**src/rtl/enc_pend_n_reg_if.sv**
```systemverilog
// Request/grant bundle for enc_pend_n_reg.
// The master side drives requests, enable and ready. The slave side (the encoder) returns
// the granted index, its valid flag and the pending status.
interface enc_pend_n_reg_if #(
  parameter int unsigned N = 4
);
  localparam int unsigned W = $clog2(N);

  logic         en;
  logic [N-1:0] req;
  logic [W-1:0] y_idx;
  logic         y_valid;
  logic         y_ready;
  logic [N-1:0] pending;

  modport master (
    output en, req, y_ready,
    input  y_idx, y_valid, pending
  );

  modport slave (
    input  en, req, y_ready,
    output y_idx, y_valid, pending
  );
endinterface

```
**src/rtl/enc_pend_n_reg.sv**
```systemverilog
// Registered N:log2(N) priority encoder with a sticky pending register.
// Request bits collect into pend. One encoded index is issued at a time over a
// valid/ready handshake, and each served bit is cleared.
// Optional macro ROUND_ROBIN_EN: when defined, selection rotates from a pointer.
// Otherwise the lowest set index wins (fixed priority).
module enc_pend_n_reg #(
  parameter int unsigned N = 4
) (
  input  logic              clk_i,
  input  logic              rst_i,
  enc_pend_n_reg_if.slave   bus
);
  localparam int unsigned W = $clog2(N);

  logic [N-1:0] pend_q, pend_d;
  logic [W-1:0] y_idx_q, y_idx_d;
  logic         y_valid_q, y_valid_d;
  logic [N-1:0] clr;
  logic [W-1:0] sel;
  logic         load;

`ifdef ROUND_ROBIN_EN
  logic [W-1:0] ptr_q, ptr_d;
  logic [W-1:0] idx;
  logic         found;

  // Round robin: the first set bit at or after ptr, wrapping modulo N.
  always_comb begin
    sel   = '0;
    idx   = '0;
    found = 1'b0;
    for (int k = 0; k < N; k++) begin
      idx = ptr_q + W'(k);
      if (!found && pend_q[idx]) begin
        sel   = idx;
        found = 1'b1;
      end
    end
  end
`else
  // Fixed priority: the lowest set index wins. The descending scan leaves the lowest one in sel.
  always_comb begin
    sel = '0;
    for (int i = N - 1; i >= 0; i--) begin
      if (pend_q[i]) begin
        sel = W'(i);
      end
    end
  end
`endif

  // Load step and next-state for the pending register.
  // Selection always works on the registered pend, never on raw req.
  always_comb begin
    load      = !y_valid_q || bus.y_ready;
    clr       = '0;
    y_idx_d   = y_idx_q;
    y_valid_d = y_valid_q;
`ifdef ROUND_ROBIN_EN
    ptr_d     = ptr_q;
`endif
    if (load) begin
      if (pend_q != '0) begin
        y_idx_d   = sel;
        y_valid_d = 1'b1;
        clr[sel]  = 1'b1;
`ifdef ROUND_ROBIN_EN
        ptr_d     = sel + W'(1);
`endif
      end else begin
        // Nothing to issue. y_idx keeps its last value.
        y_valid_d = 1'b0;
      end
    end
    // The set term is ORed in last, so a request that arrives on the same edge
    // its old copy is cleared stays pending.
    pend_d = (pend_q & ~clr) | (bus.en ? bus.req : '0);
  end

  // State registers. The synchronous reset overrides every other update.
  always_ff @(posedge clk_i) begin
    if (rst_i) begin
      pend_q    <= '0;
      y_idx_q   <= '0;
      y_valid_q <= 1'b0;
`ifdef ROUND_ROBIN_EN
      ptr_q     <= '0;
`endif
    end else begin
      pend_q    <= pend_d;
      y_idx_q   <= y_idx_d;
      y_valid_q <= y_valid_d;
`ifdef ROUND_ROBIN_EN
      ptr_q     <= ptr_d;
`endif
    end
  end

  assign bus.y_idx   = y_idx_q;
  assign bus.y_valid = y_valid_q;
  assign bus.pending = pend_q;

endmodule

```
**src/flat_wrapper.sv**
```systemverilog
// flat-port wrapper written by rule: the top's interface ports become plain ports
module enc_pend_n_reg_flat 
#(
  parameter int unsigned N = 4
)
  (clk_i, rst_i, bus_en, bus_req, bus_y_ready, bus_y_idx, bus_y_valid, bus_pending);
  enc_pend_n_reg_if #(.N(N)) bus_i ();
  input  logic clk_i;
  input  logic rst_i;
  input wire logic [$bits(bus_i.en)-1:0] bus_en;
  input wire logic [$bits(bus_i.req)-1:0] bus_req;
  input wire logic [$bits(bus_i.y_ready)-1:0] bus_y_ready;
  output wire logic [$bits(bus_i.y_idx)-1:0] bus_y_idx;
  output wire logic [$bits(bus_i.y_valid)-1:0] bus_y_valid;
  output wire logic [$bits(bus_i.pending)-1:0] bus_pending;
  assign bus_i.en = bus_en;
  assign bus_i.req = bus_req;
  assign bus_i.y_ready = bus_y_ready;
  assign bus_y_idx = bus_i.y_idx;
  assign bus_y_valid = bus_i.y_valid;
  assign bus_pending = bus_i.pending;
  enc_pend_n_reg #(.N(N)) u_core (.clk_i(clk_i), .rst_i(rst_i), .bus(bus_i));
endmodule
```
**config.mk**
```make
export PLATFORM = sky130hd
export DESIGN_NAME = enc_pend_n_reg_flat
export DESIGN_NICKNAME = d
export VERILOG_FILES = /design/src/rtl/enc_pend_n_reg_if.sv /design/src/rtl/enc_pend_n_reg.sv /design/src/flat_wrapper.sv
export SDC_FILE = /design/constraint.sdc
export NUM_CORES = 1
export LEC_CHECK = 0
export CORE_AREA = 2 2 39 41
export DETAILED_ROUTE_END_ITERATION = 12
export DIE_AREA = 0 0 41 43
export PLACE_DENSITY = 0.47
export SYNTH_ARGS = -nofsm -noshare
export SYNTH_HDL_FRONTEND = slang
export SYNTH_SLANG_ARGS = --single-unit
export TNS_END_PERCENT = 100
```
**constraint.sdc**
```tcl
create_clock -name clk_i -period 2.7 [get_ports clk_i]
set_input_delay 0.675 -clock clk_i [delete_from_list [all_inputs] [get_ports clk_i]]
set_output_delay 0.675 -clock clk_i [all_outputs]
set_load 0.005 [all_outputs]
```
* Yosys cells after proc, flatten, opt, wreduce, memory -nomap -nowiden
Cells that the tools add are included.
** Cells by class
- Order comparisons :: 2
- Bitwise logic cells :: 3
- Reduce and logical (&&, ||, !) cells :: 5
- Mux-type cells :: 10
** Operators by type and width (number)
- $mux 4 :: 3
- $mux 2 :: 4
- $and 4x4->4 :: 1
- $not 4->4 :: 1
- $or 4x4->4 :: 1
- $reduce_bool 4->1 :: 1
- $lt 2x3->1 const B :: 1
- $demux 1 s2 :: 1
- $ge 2x1->1 const B :: 1
- $mux 1 :: 2
- $reduce_and 2->1 :: 1
- $logic_and 1x1->1 :: 1
- $logic_not 1->1 :: 1
- $logic_or 1x1->1 :: 1
** Word-level totals
- Bits of input ports :: 8
- Logic and storage cells :: 23
- Register bits :: 7

* Longest topological paths before layout
Gate-level depths: netlist of run 1.
- Depth after elaboration :: 13
- Mapped depth :: 4
- Gate-level depth less buffers :: 3

* Least setup slack after synthesis of run 1
No wires, ideal clock.
- Path type :: input port to flip-flop
- Start :: in bus_y_ready
- End :: reg u_core.y_idx_q[1] (netlist: u_core.bus.y_idx[1])
- Slack :: 1.240 ns
- Setup time :: 0.070 ns
- Data required time :: 2.630 ns
- Arrival :: 1.391 ns
- Cell stages on the path :: 4
- Cell sequence :: nor2b_4 buf_6 or4_1 a21oi_1
** Between the ends
- Longest elaborated chain between the ends :: 2
** RTL lines
- start, declared :: RTL line flat_wrapper.sv:12 : input wire logic [$bits(bus_i.y_ready)-1:0] bus_y_ready;
- $logic_or 1x1->1 :: RTL line enc_pend_n_reg.sv:55 : load = !y_valid_q || bus.y_ready;
- $reduce_and 2->1 (no line)
- end signal, assigned :: RTL line enc_pend_n_reg.sv:91 : y_idx_q <= y_idx_d;
- end, declared :: RTL line enc_pend_n_reg.sv:16 : logic [W-1:0] y_idx_q, y_idx_d;
Every way passes these cells.
A chain may end at the register's enable or synchronous reset.

* Final worst setup path of run 1
- Start :: reg u_core.pend_q[0] (netlist: u_core.bus.pending[0])
- End :: out bus_pending[0]
** RTL lines
- start, declared :: RTL line enc_pend_n_reg.sv:15 : logic [N-1:0] pend_q, pend_d;
- start signal, assigned :: RTL line enc_pend_n_reg.sv:90 : pend_q <= pend_d;
- end, declared :: RTL line flat_wrapper.sv:15 : output wire logic [$bits(bus_i.pending)-1:0] bus_pending;
No word-level cell between the ends.

==> summary.txt, run 1 <==
Run status
  – Status: finished, final reports clean

Detailed routing
  – Vias/cell: 4.55
  – Initial DRC Count: 1
  – DRT Pass-1 Iters: 2
  – WL final: 663 um
  – Avg WL per Cell: 10.2 um
  – Remaining routing DRC violations: 0
  – Routed vias: 296
  – ANT nets after route: 0

Yosys
  – Yosys top cell area share: 47.9%
  – Post-Synthesis Cells: 32
  – Sequential share of the synthesized area: 47.9%
  – Distinct cell type count after synthesis: 16
  – Post-Syn Area: 293 um^2
  – Avg Inst Size Synth: 9.15 um^2
  – Area leader, netlist: dfxtp_1
  – Syn Nets: 40
  – Yosys warns: 0
  – Post-synthesis register bit count: 7
  – Top post-synthesis cells by area: dfxtp_1, a21oi_1, o21ai_0

Pwr
  – Static Leakage: 0.165 nW
  – Power Total: 0.000256 W
  – Pwr dens: 547 nW/um^2
  – Worst VDD drop: 326 uV

Cells and area
  – Fill count: 147
  – Most frequent cells in the layout: clkdlybuf4s50_1, dfxtp_1, a21oi_1
  – Sequential Area: 140 um^2
  – Most common cell after layout, fill and taps aside: clkdlybuf4s50_1
  – Fraction of layout cells with a size suffix above 1: 8.16%
  – Final nets: 58
  – Fin util: 33.8%
  – Final Cell Area: 468 um^2
  – Antenna Cells: 0
  – Multi-input logic area: 138 um^2
  – Layout Cells excl Fill: 65
  – Area grow syn2layout: 59.8%

CTS
  – CTS tree: built
  – Cts-stage hold buffer count: 0
  – Number of buffers created by CTS: 3
  – CTS-repair resized insts: 0
  – Clk sink count: 7
  – CTS max path bufs: 2
  – Setup repair bufs after CTS: 0
  – Worst-path clk slew: 0.05 ns
  – Root buffer cell: clkbuf_4
  – # H-tree levels: 1
  – Clk_lat worst skew: 0.25 ns

GRT
  – Largest net degree at the start of global routing: 10
  – Initial antenna violation count: 0
  – Total Routing Usage GR: 10.4%
  – Global-route wire length before repair: 1.14 mm
  – Vias in the first global route: 280
  – Total grt overflow: 0

Place
  – Placement Cell Area: 442 um^2
  – Placed insts: 61
  – RD Place Congestion: 0.657
  – Port bufs: 14
  – Post-DP HPWL: 502 um

Floorplan
  – Core Region: 1380 um^2
  – I/O pin count: 15
  – Initial Utilization: 21.2%
  – Die height: 43 um
  – Die extent in x: 41 um
  – Row cnt: 14
  – Die ar.: 1760 um^2

Setup path
  – Critical path's top delay family: buffers and inverters
  – CP bufs+invs: 1
  – Setup CP Type: flip-flop to primary output
  – Worst Setup End Kind: primary output
  – Arrival @ worst endpoint: 1.29 ns
  – Slowest-stage cell, CP: clkdlybuf4s50_1
  – Slowest stage delay, CP: 0.56 ns
  – Req. time, crit path: 2.03 ns
  – Crit path cell chain: clkdlybuf4s50_1
  – Worst-path maximum fanout: 9
  – Worst Setup Start Kind: flip-flop

Timing
  – Setup Skew: 0.00141 ns
  – Slew Limit Fails: 0
  – Period utilization: 72.9%
  – Final Setup Violations: 0
  – Final min period: 1.97 ns
  – Total negative slack: 0 ns
  – Max Freq: 508 MHz
  – Slew HR: 72.8%
  – Worst Tran Pin Value: 0.404 ns
  – RSZ-0062 raised after global routing: no
  – Final Hold Fails: 0

Hold path
  – Worst Hold Class: flip-flop to flip-flop

Flow run
  – Maxcap violations: 0
==> report_power, final <==
group          internal, W  switching, W  total (W)
logic            0.0000284     0.0000146  0.0000430
clock network    0.0000565     0.0000396  0.0000961
registers         0.000110    0.00000670   0.000117
==> metrics by stage <==
step	hold slack (ns)	setup slack (ns)
6_report	0.481	0.732
3_3_place_gp	0.462	0.788
5_1_grt	0.503	0.664
4_1_cts	0.482	0.722
3_5_place_dp	0.475	0.758
2_1_floorplan	0.460	1.24
==> cells by family after synthesis <==
| kind of cell | count (synthesis) | synth area share [%] |
|---|---|---|
| AOI/OAI and AO/OA | 13 | 27.4 |
| buffers and inverters | 2 | 5.13 |
| DFF | 7 | 47.9 |
| and+or+nand+nor | 10 | 19.7 |
==> state kept, by name, summed over array words and instances, names as in the netlist <==
name                flops
u_core.bus.pending      4
u_core.bus.y_valid      1
u_core.bus.y_idx        2
==> final timing paths <==
| kind | slack, ns | cells after the start | start | end |
|---|---|---|---|---|
| setup / recovery | 0.73 | 1 | u_core.bus.pending[0] | bus_pending[0] |
| hold / removal | 0.48 | 2 | u_core.bus.y_idx[0] | u_core.bus.y_idx[0] |
| setup reg to reg | 1.53 | 3 | u_core.bus.pending[0] | u_core.bus.y_idx[1] |
| hold reg to reg | 0.48 | 2 | u_core.bus.y_idx[0] | u_core.bus.y_idx[0] |
==> final cells by class <==
class                   count  share of cell area (%)
flip-flops and latches      7                    29.9
multi-input cells          23                    29.4
clock buffers               4                    5.61
well taps                  16                    4.28
inverters                   1                   0.802
repair buffers             14                    29.9
==> worst min-delay path, delay by kind of cell, from the launching register on <==
family          cells  cell delay, ns
flops               1            0.31
compound gates      2            0.12
==> Yosys cell counts, drive strengths merged <==
library cell	n
nand2b	1
a21oi	6
or4	1
buf	1
o41ai	1
a22oi	1
nor2b	1
inv	1
nand2	3
o21ai	3
o31ai	1
nor3	1
nor2	2
a2111o	1
dfxtp	7
nor4	1
==> routing by layer <==
metal / wire (um) / track usage [%]
met1: 289 / 10.6
met2: 298 / 13.4
met3: 65 / 9.95
met4: 10 / 6.00
met5: 0 / 0
(Power assumes the default switching activity.)
==> inputs of run 2 (changes only) <==
==> constraint.sdc (replaced) <==
create_clock -name clk_i -period 1.9 [get_ports clk_i]
set_input_delay 0.475 -clock clk_i [delete_from_list [all_inputs] [get_ports clk_i]]
set_output_delay 0.475 -clock clk_i [all_outputs]
set_load 0.005 [all_outputs]
==> results of run 2 <==
The final DEF is identical to that of run 1. Status: finished, final reports clean.
Main changes from that run: setup slack after placement 0.758 ns -> 0.158 ns; setup slack after layout 0.732 ns -> 0.132 ns; register-to-register setup slack 1.53 ns -> 0.73 ns; total power 0.000256 W -> 0.000364 W; worst IR drop on VDD 326 uV -> 464 uV
